**config.mk**
```make
export PLATFORM = sky130hd
export DESIGN_NAME = oflow_score_scheduler
export DESIGN_NICKNAME = d
export VERILOG_FILES = /design/src/rtl/oflow_score_scheduler_pkg.sv /design/src/rtl/oflow_score_scheduler_line_dbuf.sv /design/src/rtl/oflow_score_scheduler.sv
export SDC_FILE = /design/constraint.sdc
export NUM_CORES = 1
export LEC_CHECK = 0
export CORE_MARGIN = 2
export CORE_UTILIZATION = 30
export CTS_CLUSTER_SIZE = 30
export DETAILED_ROUTE_END_ITERATION = 8
export GPL_TIMING_DRIVEN = 0
export PLACE_DENSITY = 0.64
export SYNTH_ARGS = -nofsm -noshare
export SYNTH_HDL_FRONTEND = slang
export SYNTH_HIERARCHICAL = 1
export SYNTH_SLANG_ARGS = --single-unit
```
**constraint.sdc**
```tcl
create_clock -name clk -period 3 [get_ports clk]
set_clock_uncertainty 0.2 [all_clocks]
set_input_delay 0.6 -clock clk [delete_from_list [all_inputs] [get_ports clk]]
set_output_delay 0.6 -clock clk [all_outputs]
set_load 0.03 [all_outputs]
```
**src/rtl/oflow_score_scheduler_pkg.sv**
```systemverilog
// Shared core definitions: datapath widths, scheduler state type, score init.
`ifndef SCORE_LEN
`define SCORE_LEN 32
`endif
`ifndef ID_LEN
`define ID_LEN 8
`endif
`ifndef DATA_TO_PE_WIDTH
`define DATA_TO_PE_WIDTH 64
`endif

package oflow_core_define;

  typedef enum logic [2:0] {
    IDLE,
    FETCH,
    LOAD,
    LAUNCH,
    WAIT,
    UPDATE,
    DONE
  } sched_state_t;

  // Worst possible score; any real metric result beats it.
  localparam logic [`SCORE_LEN-1:0] SCORE_INIT = '1;

endpackage

```
**src/rtl/oflow_score_scheduler_line_dbuf.sv**
```systemverilog
// Double-buffered feature line: shadow is filled by fetch or prefetch,
// active feeds the metric and only changes on swap.
module oflow_line_dbuf #(
  parameter int W = `DATA_TO_PE_WIDTH
) (
  input  logic         clk,
  input  logic         reset_N,
  input  logic [W-1:0] rd_data,
  input  logic         fetch_load,  // demand fetch: rd_data valid this cycle
  input  logic         pf_issue,    // prefetch read issued this cycle
  input  logic         swap,        // shadow -> active, clears prefetched
  output logic [W-1:0] active,
  output logic         prefetched
);

  logic [W-1:0] shadow;
  logic         pf_pend;

  // Prefetch data returns one cycle after the read; the active line is
  // never touched by it so the metric sees a stable input.
  always_ff @(posedge clk or negedge reset_N) begin
    if (!reset_N) begin
      shadow     <= '0;
      active     <= '0;
      pf_pend    <= 1'b0;
      prefetched <= 1'b0;
    end else begin
      pf_pend <= pf_issue;
      if (fetch_load || pf_pend) shadow <= rd_data;
      if (swap) begin
        active     <= shadow;
        prefetched <= 1'b0;
      end else if (pf_issue) begin
        prefetched <= 1'b1;
      end
    end
  end

endmodule

```
**src/rtl/oflow_score_scheduler.sv**
```systemverilog
// Scans all previous-frame objects through one similarity metric and keeps
// the minimum score/id; prefetches the next line on the metric's hint.
module oflow_score_scheduler
  import oflow_core_define::*;
#(
  parameter int NUM_PREV    = 16,
  parameter int ADDR_W      = 4,
  parameter int TIMEOUT_CYC = 64,
  parameter int TO_W        = 7
) (
  input  logic                         clk,
  input  logic                         reset_N,
  input  logic                         start,
  input  logic [ADDR_W:0]              num_prev,
  output logic                         rd_en,
  output logic [ADDR_W-1:0]            rd_addr,
  input  logic [`DATA_TO_PE_WIDTH-1:0] rd_data,
  output logic [`DATA_TO_PE_WIDTH-1:0] features_of_prev,
  output logic                         sm_start,
  input  logic                         sm_valid,
  input  logic                         sm_read_new_line,
  input  logic [`SCORE_LEN-1:0]        sm_score,
  input  logic [`ID_LEN-1:0]           sm_id,
  output logic                         busy,
  output logic                         done,
  output logic [`SCORE_LEN-1:0]        best_score,
  output logic [`ID_LEN-1:0]           best_id,
  output logic                         no_match,
  output logic                         timeout_err
);

  sched_state_t          state, nxt;
  logic [ADDR_W:0]       idx, idx_nx, n_lat;
  logic [TO_W-1:0]       to_cnt;
  logic [`SCORE_LEN-1:0] score_q;
  logic [`ID_LEN-1:0]    id_q;
  logic                  prefetched, pf_issue, pf_ok, to_hit;

  assign idx_nx = idx + 1'b1;
  assign pf_ok  = idx_nx < n_lat;
  // The counter clears in LAUNCH, so abort is decided TIMEOUT_CYC-1 cycles
  // after sm_start and DONE lands exactly TIMEOUT_CYC cycles after it.
  assign to_hit = to_cnt == TO_W'(TIMEOUT_CYC - 2);
  assign busy   = (state != IDLE) && (state != DONE);
  assign done   = state == DONE;

  oflow_line_dbuf #(.W(`DATA_TO_PE_WIDTH)) u_dbuf (
    .clk        (clk),
    .reset_N    (reset_N),
    .rd_data    (rd_data),
    .fetch_load (state == LOAD),
    .pf_issue   (pf_issue),
    .swap       (state == LAUNCH),
    .active     (features_of_prev),
    .prefetched (prefetched)
  );

  // State register.
  always_ff @(posedge clk or negedge reset_N) begin
    if (!reset_N) state <= IDLE;
    else          state <= nxt;
  end

  // Next state plus read/launch strobes.
  always_comb begin
    nxt      = state;
    rd_en    = 1'b0;
    rd_addr  = idx[ADDR_W-1:0];
    sm_start = 1'b0;
    pf_issue = 1'b0;
    case (state)
      IDLE:   if (start) nxt = (num_prev == '0) ? DONE : FETCH;
      FETCH: begin
        rd_en = 1'b1;
        nxt   = LOAD;
      end
      LOAD:   nxt = LAUNCH;
      LAUNCH: begin
        sm_start = 1'b1;
        nxt      = WAIT;
      end
      WAIT: begin
        // A hint coinciding with valid still prefetches.
        if (sm_read_new_line && pf_ok) begin
          rd_en    = 1'b1;
          rd_addr  = idx_nx[ADDR_W-1:0];
          pf_issue = 1'b1;
        end
        if (sm_valid)    nxt = UPDATE;
        else if (to_hit) nxt = DONE;
      end
      UPDATE: begin
        if (idx_nx == n_lat) nxt = DONE;
        else if (prefetched) nxt = LAUNCH;
        else                 nxt = FETCH;
      end
      DONE:    nxt = IDLE;
      default: nxt = IDLE;
    endcase
  end

  // Scan bookkeeping, timeout counter and best-score tracking.
  always_ff @(posedge clk or negedge reset_N) begin
    if (!reset_N) begin
      idx         <= '0;
      n_lat       <= '0;
      to_cnt      <= '0;
      score_q     <= '0;
      id_q        <= '0;
      best_score  <= SCORE_INIT;
      best_id     <= '0;
      no_match    <= 1'b0;
      timeout_err <= 1'b0;
    end else begin
      case (state)
        IDLE: if (start) begin
          n_lat       <= num_prev;
          idx         <= '0;
          best_score  <= SCORE_INIT;
          best_id     <= '0;
          timeout_err <= 1'b0;
          no_match    <= num_prev == '0;
        end
        LAUNCH: to_cnt <= '0;
        WAIT: begin
          to_cnt <= to_cnt + 1'b1;
          if (sm_valid) begin
            score_q <= sm_score;
            id_q    <= sm_id;
          end else if (to_hit) begin
            timeout_err <= 1'b1;
          end
        end
        UPDATE: begin
          // Strict compare: on a tie the earlier line wins.
          if (score_q < best_score) begin
            best_score <= score_q;
            best_id    <= id_q;
          end
          idx <= idx_nx;
        end
        default: ;
      endcase
    end
  end

endmodule

```
# ---- Word-level counts from Yosys, hierarchy flattened
# Index checks and enable logic that the tools add are counted.
dict set report totals {
  reg_bits 232
  in_bits 114
  wordCells 76
}
dict set report classes {
  addsub 2
  n_lt_le_gt_ge 2
  eq_ne 14
  n_mux 28
  n_reduce_logical 16
}
# op count
set op_table {}
lappend op_table {{two-way mux 32 bit} 2}
lappend op_table {{one-hot mux 32 bit (2 select lines)} 1}
lappend op_table {{< comparator 32 bit} 1}
lappend op_table {{one-hot mux 3 bit (6 select lines)} 1}
lappend op_table {{two-way mux 8 bit} 2}
lappend op_table {{one-hot mux 8 bit (2 select lines)} 1}
lappend op_table {{two-way mux 3 bit} 5}
lappend op_table {{one-hot mux 7 bit (2 select lines)} 1}
lappend op_table {{one-hot mux 5 bit (2 select lines)} 1}
lappend op_table {{== test 3 bit, second input constant} 3}
lappend op_table {{two-way mux 1 bit} 8}
lappend op_table {{two-way mux 4 bit} 2}
lappend op_table {{!= test 2 bit, second input constant} 4}
lappend op_table {{AND reduction 2 bit} 4}
lappend op_table {{nonzero test 2 bit} 4}
lappend op_table {{adder 7 x 1 -> 7 bit, second input constant} 1}
lappend op_table {{== test 7 x 6 -> 1 bit, second input constant} 1}
lappend op_table {{== test 3 x 2 -> 1 bit, second input constant} 2}
lappend op_table {{!= test 3 bit, second input constant} 2}
lappend op_table {{adder 5 x 1 -> 5 bit, second input constant} 1}
lappend op_table {{== test 5 bit} 1}
lappend op_table {{zero test 5 bit} 1}
lappend op_table {{< comparator 5 bit} 1}
lappend op_table {{two-way mux 5 bit} 1}
lappend op_table {{other kinds (9)} 11}

# ---- Depth between registers and ports, before layout
# Gate-level depths: netlist of run 1.
dict set report depth {
  word_depth 7
  mapped_depth 10
}

# ---- By module
# The synthesis of run 1 kept the hierarchy.
# module instances cells_each area_each_um2 seq_area_each_um2
set by_module_without_submodules {}
lappend by_module_without_submodules {oflow_score_scheduler 1 531 5255.0 2592.5}
lappend by_module_without_submodules {oflow_line_dbuf 1 274 5114.9 3253.1}

# ---- Worst setup path before layout of run 1
# No wires, ideal clock.
dict set report synth_path {
  path_kind {register -> output}
  start {register idx[0]}
  end {output port rd_addr[2]}
  arrival_time_ns 2.429
  required_ns 2.200
  slack_ns -0.229
  path_stages_with_launch 10
  path_cell_list {dfrtp_1 -> ha_1 -> nand3_1 -> xnor2_1 -> ha_1 -> nand4_1 -> nor2_1 -> nor3_1 -> nand2_1 -> xnor2_1}
}
dict set report synth_via {
  elab_chain_len 5
}
# item line_no
set synth_lines {}
lappend synth_lines {{start: declaration} oflow_score_scheduler.sv:33} ;# logic [ADDR_W:0] idx, idx_nx, n_lat;
lappend synth_lines {{start signal: assignment} oflow_score_scheduler.sv:140} ;# idx <= idx_nx;
lappend synth_lines {{adder 5 x 1 -> 5 bit (*)} oflow_score_scheduler.sv:39} ;# assign idx_nx = idx + 1'b1;
lappend synth_lines {{< comparator 5 bit} oflow_score_scheduler.sv:40} ;# assign pf_ok = idx_nx < n_lat;
lappend synth_lines {{logical AND 1 bit} oflow_score_scheduler.sv:84} ;# if (sm_read_new_line && pf_ok) begin
lappend synth_lines {{two-way mux 4 bit (*)} oflow_score_scheduler.sv:84}
lappend synth_lines {{two-way mux 4 bit (*)} oflow_score_scheduler.sv:71} ;# case (state)
lappend synth_lines {{end: declaration} oflow_score_scheduler.sv:16} ;# output logic [ADDR_W-1:0] rd_addr,
# Mark *: on every way between the ends. The rest lies on a longest branch, timed or not.

# ---- Worst setup path in the final report of run 1
dict set report layout_path {
  start {register idx[1]}
  end {output port rd_addr[1]}
}
dict set report layout_via {
  elab_chain_len 5
}
# item line_no
set layout_lines {}
lappend layout_lines {{adder 5 x 1 -> 5 bit} oflow_score_scheduler.sv:39}
lappend layout_lines {{< comparator 5 bit} oflow_score_scheduler.sv:40}
lappend layout_lines {{logical AND 1 bit} oflow_score_scheduler.sv:84}
lappend layout_lines {{two-way mux 4 bit} oflow_score_scheduler.sv:84}
lappend layout_lines {{two-way mux 4 bit (*)} oflow_score_scheduler.sv:71}
# Marked as above.

==> impl_metrics.yaml, run 1 <==
logic_synthesis:
  ys_top_cells_by_area: "dfrtp_1, mux2_4, mux2_2"
  synth_edf_count: 0
  synth.ff_latch_count: 232
  synthMostInstantiatedCell: "dfrtp_1"
  ys_warn_count: 6
  post_synth_num_cell_types: 50
  yosys_most_used_dff: "dfrtp_1"
  synth_common_cells: "dfrtp_1, mux2_2, inv_1, nand2_1, mux2_4"
  yosysTopAreaCellShare_pct: 48.26
  yosysTopAreaCell: "dfrtp_1"
  synth.cell_area_um2: 10370
  syn_nets: 958
  yosysSeqAreaShare_pct: 56.37
  synthArstFlopShare_pct: 100.0
  syn_inst: 805
  syn_area_per_cell_um2: 12.88
global_route:
  antenna_found_initial: 0
  grt_pass1_vias: 7288
  grt_start_max_net_pins: 105
  grt_util_all_layers_pct: 13.79
  grt_pass1_wl_mm: 39.73
  grt-ovfl-total: 0
status:
  outcome: "finished, violations left"
  violations: "setup timing"
worst_hold_path:
  min_from: "id_q[3]$_DFFE_PN0P_"
  hold_path.class: "register to register"
clock_tree:
  path_clk_slew_ns: 0.06
  cts-root-buf: "clkbuf_16"
  cts_tree: "yes"
  clock_latency_ns: 0.54
  numCtsBuffers: 28
  cts_sinks: 232
  htree_levels: 1
  clk_path_buf_depth: 3
drt:
  antenna_left: 0
  wirelength_mm: 25.08
  vias: 6983
  drc: 0
  drtIter0Drc: 218
  post_drt_wl_per_cell_um: 16.19
  vias_per_cell: 4.508
  firstDrtPassIters: 4
pwr:
  p_leak_nw: 6.870
  pwr-share-seq_pct: 34.6
  p_comb_share_pct: 43.5
  irDropWorstVdd_uv: 639.5
  p_int_mw: 10.09
  switching_share_pct: 35.13
  clkPwrFrac_pct: 21.8
  power_density_nw_per_um2: 1077
  finalPower_mw: 15.55
  p_sw_mw: 5.463
sta:
  finalHoldViolCount: 0
  max_slew_margin_pct: 47.79
  worstMarginPinSlew_ns: 0.7811
  worst_slack_ns: -0.5176
  period_minus_slack_ns: 3.518
  fmax_ghz: 0.2843
  finalMaxSlewViolations: 0
  fin_crit_sh_pct: 117.3
  rsz0062_at_grt: "true"
  setup_viol: 5
floorplanning:
  io_pins: 228
  fp.dieH_um: 189.9
  std_cell_rows: 68
  dieArea_um2: 36070
  initial_core_util_pct: 30.24
  dieWidth_um: 189.9
  core_um2: 34290
layout:
  drive_above_1_share_pct: 25.32
  seq_area_um2: 5848
  area_growth_syn_to_layout_pct: 39.27
  multi_input_area_um2: 4158
  fin_nets: 1225
  final_area_um2: 14440
  fill_cells: 3227
  insertedDiodeCount: 0
place:
  post_dp_cell_area_um2: 13310
  place.gp.congestion: 0.7869
  place_hpwl_mm: 17.70
  io_buffers: 227
setup_path:
  path_class: "register to output pin"
  cp-end-kind: "output pin"
  cp_slowest_cell: "dfrtp_1"
  startpoint_type: "register"
  arrival_ns: 2.72
  r2r_start: "best_score[31]$_DFFE_PN1P_"
  path_cells: "ha_4, nand3_4, xnor2_4, ha_4, nand2_1, nand4b_1, nor3_4, mux2_4, buf_6"
  crit_top_cell: "ha_4"
  critPathMaxStageDelay_ns: 0.38
  required_ns: 2.20
  path_max_fanout: 4
  crit_start: "idx[1]$_DFFE_PN0P_"
run:
  drv_cap: 0
path summary, 6_finish.rpt:
path / slack (ns) / cells after the start / endpoint
max reg2reg: 0.17 / 8 / best_id[1]$_DFFE_PN0P_
min in group asynchronous: 0.40 / 2 / score_q[5]$_DFFE_PN0P_
max in group asynchronous: 0.98 / 4 / u_dbuf/active[38]$_DFFE_PN0P_
min reg2reg: 0.27 / 1 / best_id[3]$_DFFE_PN0P_
min: 0.27 / 1 / best_id[3]$_DFFE_PN0P_
max: -0.52 / 9 / rd_addr[1]
routing by layer:
layer	share of wire [%]	routed length [um]	track usage [%]	vias to the layer above
li1	-	-	-	3281
met1	42	10560	17.61	3484
met2	47	11830	22.32	178
met3	8.6	2164	4.778	40
met4	2.1	521	3.608	0
met5	0	0	0	-
power groups by stage:
stage	combinational [mW]	sequential (mW)	clock, mW
2_1_floorplan	3.32	6.43	0
3_3_place_gp	6.62	5.39	0
3_5_place_dp	6.73	5.41	0
4_1_cts	6.85	5.40	3.51
5_1_grt	7.29	5.58	3.61
6_report	6.77	5.39	3.40
area by class of cell:
cell class | count | area share (%)
Clock inverter | 10 | 0.7537
Sequential cell | 232 | 40.49
Tap cell | 455 | 3.942
Multi-Input combinational cell | 467 | 28.79
Inverter | 72 | 1.871
Timing Repair Buffer | 237 | 16.62
Buffer | 34 | 1.828
Clock buffer | 42 | 5.709
logic make-up after synthesis:
family,count (synthesis),synth area share [%]
DFF,232,56.37
buffers and inverters,106,5.116
muxes,181,21.42
adders and majority gates,39,4.706
and+or+nand+nor,152,6.745
xor gates and xnor gates,8,0.6756
AOI/OAI and AO/OA,87,4.971
worst max-delay path, delay by kind of cell, from the launching register on:
kind                       cells  cell delay (ns)
buffers and inverters          1             0.14
and+or+nand+nor                4             0.69
DFF                            1             0.38
muxes                          1             0.34
xor gates and xnor gates       1             0.21
adders and majority gates      2             0.42
registers in the layout, summed over array words and instances, names as in the netlist:
name,count
state,3
u_dbuf/active,64
to_cnt,7
u_dbuf/prefetched,1
n_lat,5
id_q,8
idx,5
timeout_err,1
best_score,32
score_q,32
u_dbuf/shadow,64
no_match,1
u_dbuf/pf_pend,1
best_id,8
per-stage QoR:
stage	util [%]	std cells	setup WS [ns]	setup TNS [ns]	hold WS [ns]
3_3_place_gp	38.62	1487	-8.987	-2016.41	0.2610
3_5_place_dp	38.82	1489	-1.022	-12.13	0.2693
4_1_cts	41.94	1548	-0.5489	-2.582	0.2729
6_report	42.12	1549	-0.5176	-2.351	0.2744
2_1_floorplan	-	805	0.0004927	0	0.1044
5_1_grt	42.12	1549	-0.6168	-2.917	0.3064
placed cells by master, fill, tap and decap left out, types with 15 or more instances in the layout:
cell type / instances
ha_1: 37
clkbuf_16: 29
dfrtp_1: 198
clkbuf_1: 17
inv_1: 72
mux2_4: 61
a21oi_1: 15
clkdlybuf4s50_1: 218
dfstp_2: 32
nand2_1: 61
o21ai_0: 49
nor2_1: 45
mux2_2: 78
mux2i_1: 34
repair_timing:
action | 4_1_cts | 5_1_grt
endpoints found under the hold margin | 48 | 0
endpoints found under the setup margin | 14 | 14
gates resized for setup | 56 | 11
buffers inserted | 6 | 1
pin swaps | 8 | 6
hold buffers | 1 | 0
(Power assumes the default switching activity.)
==> run 2, diff against run 1 <==
Settings changed: GPL_TIMING_DRIVEN 0 to not set.
==> run 2 against run 1 <==
Effect of this change: the flow still finishes with violations (setup timing); power decreased by 1.9%; clock power fell by 7.4%; die area stayed put; combinational power down 0.7%; global-route usage fell by 0.22 points; cell count decreased by 0.52%; largest power group unchanged; routed wire length decreased by 1.9%; via count shrank 2.3%.
==> impl_metrics.yaml, run 2 (synthesis gave the netlist of run 1 again) <==
status:
  violations: "setup timing"
  outcome: "finished, violations left"
pwr:
  clkPwrFrac_pct: 20.6
  power_density_nw_per_um2: 1062
  p_int_mw: 9.862
  switching_share_pct: 35.35
  irDropWorstVdd_uv: 699.6
  p_comb_share_pct: 44.0
  finalPower_mw: 15.25
  pwr-share-seq_pct: 35.3
  p_sw_mw: 5.392
  p_leak_nw: 6.845
global_route:
  antenna_found_initial: 0
  grt_use_met2_pct: 22.64
  grt_util_all_layers_pct: 13.57
  grt-ovfl-total: 0
  grt_pass1_wl_mm: 39.39
  use_met3_pct: 4.962
  grt_start_max_net_pins: 69
  grt_pass1_vias: 7412
  met1_usage_pct: 16.76
  grt.busiest_layer: "met2"
sta:
  worst_slack_ns: -0.5403
  finalHoldViolCount: 0
  setup_viol: 5
  fmax_ghz: 0.2825
  fin_crit_sh_pct: 118.0
  period_minus_slack_ns: 3.540
  max_slew_margin_pct: 61.62
  finalMaxSlewViolations: 0
  worstMarginPinSlew_ns: 0.5757
  rsz0062_at_grt: "true"
clock_tree:
  cts_tree: "yes"
  clk_path_buf_depth: 3
  cts-root-buf: "clkbuf_16"
  htree_levels: 1
  cts_sinks: 232
  path_clk_slew_ns: 0.06
  numCtsBuffers: 27
  clock_latency_ns: 0.53
floorplanning:
  initial_core_util_pct: 30.24
  dieWidth_um: 189.9
  core_um2: 34290
  io_pins: 228
  dieArea_um2: 36070
  fp.dieH_um: 189.9
  std_cell_rows: 68
drt:
  drtIter0Drc: 211
  firstDrtPassIters: 4
  vias: 6819
  post_drt_wl_per_cell_um: 15.97
  vias_per_cell: 4.425
  wirelength_mm: 24.61
  antenna_left: 0
  drc: 0
setup_path:
  path_max_fanout: 4
  cp-end-kind: "output pin"
  arrival_ns: 2.74
  required_ns: 2.20
  path_class: "register to output pin"
  startpoint_type: "register"
layout:
  layout_commonest_cell: "clkdlybuf4s50_1"
  fin_nets: 1220
  fin_cells: 1541
  fill_cells: 3174
  drive_above_1_share_pct: 25.32
  final_cell_mix: "clkdlybuf4s50_1, dfrtp_1, mux2_2"
  area_growth_syn_to_layout_pct: 38.48
  utilization_pct: 41.88
  insertedDiodeCount: 0
  final_area_um2: 14360
  top_regs: "u_dbuf/active: 64 flops, u_dbuf/shadow: 64 flops"
place:
  place.gp.congestion: 0.7808
  place_hpwl_mm: 17.23
  post_dp_cell_area_um2: 13380
  io_buffers: 227
  post-place-cells: 1486
worst_hold_path:
  hold_path.class: "register to register"
run:
  drv_cap: 0
-- run 2: through the flow --
step / hold slack (ns) / worst slack, ns / TNS, ns
3_5_place_dp: 0.2659 / -0.05385 / -0.09106
2_1_floorplan: 0.1044 / 0.0004927 / 0
5_1_grt: 0.2987 / -0.6379 / -3.124
4_1_cts: 0.2773 / -0.5481 / -2.575
3_3_place_gp: 0.2596 / 0.03982 / 0
6_report: 0.2697 / -0.5403 / -2.532
-- run 2: final cells by class --
cell class                      instances  area, um^2  share of cell area (%)
Sequential cell                       232        5846                   40.71
Clock buffer                           38       767.0                   5.341
Timing Repair Buffer                  267        2723                   18.96
Inverter                               72       270.3                   1.882
Tap cell                              455       569.3                   3.964
Clock inverter                         10       85.08                  0.5925
Multi-Input combinational cell        467        4100                   28.55
-- run 2: worst paths after layout --
check | start | to | slack (ns) | cells past startpoint
max in group asynchronous | reset_N | u_dbuf/shadow[15]$_DFFE_PN0P_ | 1.49 | 3
worst min-delay path | id_q[5]$_DFFE_PN0P_ | best_id[5]$_DFFE_PN0P_ | 0.27 | 1
worst max-delay path | idx[1]$_DFFE_PN0P_ | rd_addr[1] | -0.54 | 9
worst min register to register | id_q[5]$_DFFE_PN0P_ | best_id[5]$_DFFE_PN0P_ | 0.27 | 1
worst max register to register | best_score[31]$_DFFE_PN1P_ | best_id[0]$_DFFE_PN0P_ | 0.18 | 8
min in group asynchronous | reset_N | score_q[4]$_DFFE_PN0P_ | 0.43 | 2
-- run 2: layer usage --
metal	up-vias	routed length (um)	part of all wire (%)
met1	3353	10460	43
met3	35	2126	8.6
li1	3261	-	-
met5	-	0	0
met2	170	11580	47
met4	0	438	1.8
-- run 2: repair_timing --
action,in CTS,in global routing
setup endpoints to repair,6,5
pin swaps,11,3
endpoints found under the hold margin,39,0
setup buffers,5,1
hold buffers,1,0
gates resized for setup,15,3
-- run 2: worst max-delay path, cell delays in order, from the launching register on --
cell and delay (ns):
dfrtp_1 0.39, ha_4 0.17, nand3_4 0.08, xnor2_2 0.15
ha_1 0.31, nand2_1 0.07, nand4b_1 0.18, nor3_4 0.38
mux2_4 0.34, buf_6 0.14
-- run 2: power by group through the flow --
stage          Sequential, mW  Combinational, mW  Clock, mW
3_5_place_dp             5.41               6.71          0
4_1_cts                  5.40               6.80       3.26
6_report                 5.39               6.72       3.15
2_1_floorplan            6.43               3.32          0
3_3_place_gp             5.35               6.62          0
5_1_grt                  5.58               7.23       3.38
==> run 3, diff against run 2 <==
Settings changed: REMOVE_ABC_BUFFERS set to 1.
==> run 3 against run 2 <==
Effect of this change: count of clock-buffer cells in the layout up 4; critical path depth is 2 higher; sequential cell count stayed put; the flow still finishes with violations (setup timing); largest cell class unchanged; critical path type unchanged; clock power rose by 7.6%; global-route usage shrank 0.19 points; register-to-register slack is essentially flat; routed wire length decreased by 0.33%; design area up 0.63%; utilization is 0.26 points higher; first-iteration DRC count rose by 22%; fmax grew 3.2%.
==> impl_metrics.yaml, run 3 (synthesis gave the netlist of run 1 again) <==
setup_path:
  arrival_ns: 2.63
  path_class: "register to output pin"
  startpoint_type: "register"
  path_cells: "ha_4, nand3_4, xnor2_4, ha_4, nand2_2, nand4b_1, nor3_2, buf_4, nand2_2, xnor2_1, buf_4"
  critPathMaxStageDelay_ns: 0.40
  path_max_fanout: 4
  required_ns: 2.20
  cp_slowest_cell: "dfrtp_1"
  cp-end-kind: "output pin"
layout:
  fin_nets: 1224
  area_growth_syn_to_layout_pct: 39.35
  multi_input_area_um2: 4126
  drive_above_1_share_pct: 25.98
  seq_area_um2: 5847
  final_area_um2: 14450
  fill_cells: 3204
  layout_commonest_cell: "clkdlybuf4s50_1"
  top_regs: "u_dbuf/active: 64 flops, u_dbuf/shadow: 64 flops"
  utilization_pct: 42.14
  final_cell_mix: "clkdlybuf4s50_1, dfrtp_1, mux2_2"
  insertedDiodeCount: 0
sta:
  fmax_ghz: 0.2915
  finalHoldViolCount: 0
  finalMaxSlewViolations: 0
  max_slew_margin_pct: 55.97
  rsz0062_at_grt: "true"
  worstMarginPinSlew_ns: 0.6605
  period_minus_slack_ns: 3.430
  setup_viol: 5
  fin_crit_sh_pct: 114.3
  tns_ns: -2.081
  worst_slack_ns: -0.4304
drt:
  highest_layer: "met4"
  antenna_left: 0
  wl_met3_mm: 2.556
  firstDrtPassIters: 4
  wirelength_mm: 24.53
  post_drt_wl_per_cell_um: 15.85
  met1Wirelength_mm: 10.23
  drtIter0Drc: 257
  route.met2.wl_mm: 11.39
  vias_per_cell: 4.494
  vias: 6957
  drc: 0
floorplanning:
  dieArea_um2: 36070
  initial_core_util_pct: 30.24
  dieWidth_um: 189.9
  std_cell_rows: 68
  io_pins: 228
  fp.dieH_um: 189.9
  core_um2: 34290
clock_tree:
  path_clk_slew_ns: 0.06
  cts_tree: "yes"
  cts_sinks: 232
  cts-root-buf: "clkbuf_16"
  clock_latency_ns: 0.53
  numCtsBuffers: 28
  htree_levels: 1
  clk_path_buf_depth: 3
place:
  place_hpwl_mm: 16.84
  io_buffers: 227
  pre_cts_ws_ns: -0.3909
  place.gp.congestion: 0.8171
  post_dp_cell_area_um2: 13350
worst_hold_path:
  hold_path.class: "register to register"
global_route:
  grt_pass1_vias: 7288
  grt_start_max_net_pins: 79
  grt_util_all_layers_pct: 13.38
  antenna_found_initial: 0
  grt-ovfl-total: 0
  grt_pass1_wl_mm: 39.01
pwr:
  power_density_nw_per_um2: 1072
  irDropWorstVdd_uv: 783.3
  p_leak_nw: 6.883
  finalPower_mw: 15.49
status:
  outcome: "finished, violations left"
  violations: "setup timing"
run:
  drv_cap: 0
[run 3: changes by cell type in the layout (fill, tap and decap cells not counted), sizes merged]
cell	change
clkbuf	+4
buf	+3
bufinv	+1
clkinv	-1
[run 3: power breakdown]
group / switching, mW / internal (mW) / leakage, nW
registers: 0.779 / 4.61 / 2.75
clock network: 1.30 / 2.09 / 0.465
logic: 3.32 / 3.38 / 3.67
[run 3: timing repair]
action / 4_1_cts / 5_1_grt
pin swaps: 8 / 10
resized for setup: 15 / 13
buffers inserted: 3 / 1
endpoints found under the setup margin: 6 / 5
hold endpoints to repair: 58 / 0
hold buffers: 1 / 0
[run 3: layout make-up]
class | count | share of cell area [%]
multi-input combinational | 467 | 28.56
inverter | 72 | 1.870
sequential | 232 | 40.46
clock inverter | 10 | 0.7360
clock buffer | 42 | 5.775
timing repair buffer | 270 | 18.66
tap | 455 | 3.940
[run 3: per-stage QoR]
stage / cells / hold WS (ns)
6_report: 1548 / 0.2801
5_1_grt: 1548 / 0.3083
4_1_cts: 1547 / 0.2865
3_5_place_dp: 1491 / 0.2797
3_3_place_gp: 1491 / 0.2658
2_1_floorplan: 771 / 0.1044
[run 3: routing by layer]
layer,vias to the layer above,GRT usage [%]
li1,3282,-
met1,3429,16.46
met2,212,21.88
met3,34,5.645
met4,0,2.922
met5,-,0
[run 3: final timing paths]
check / from / to / slack (ns) / depth (start not counted)
min in group asynchronous: reset_N / score_q[8]$_DFFE_PN0P_ / 0.43 / 2
max: idx[0]$_DFFE_PN0P_ / rd_addr[2] / -0.43 / 11
min: to_cnt[5]$_DFFE_PN0P_ / to_cnt[5]$_DFFE_PN0P_ / 0.28 / 1
min reg2reg: to_cnt[5]$_DFFE_PN0P_ / to_cnt[5]$_DFFE_PN0P_ / 0.28 / 1
max in group asynchronous: reset_N / u_dbuf/pf_pend$_DFF_PN0_ / 1.39 / 3
max reg2reg: best_score[31]$_DFFE_PN1P_ / best_id[6]$_DFFE_PN0P_ / 0.17 / 8
[run 3: critical path: cells and delay by family, from the launching register on]
family / cells / cell delay, ns
fa+ha+maj: 2 / 0.43
buf+inv: 2 / 0.36
flops: 1 / 0.40
xor+xnor: 2 / 0.32
simple gates: 5 / 0.59
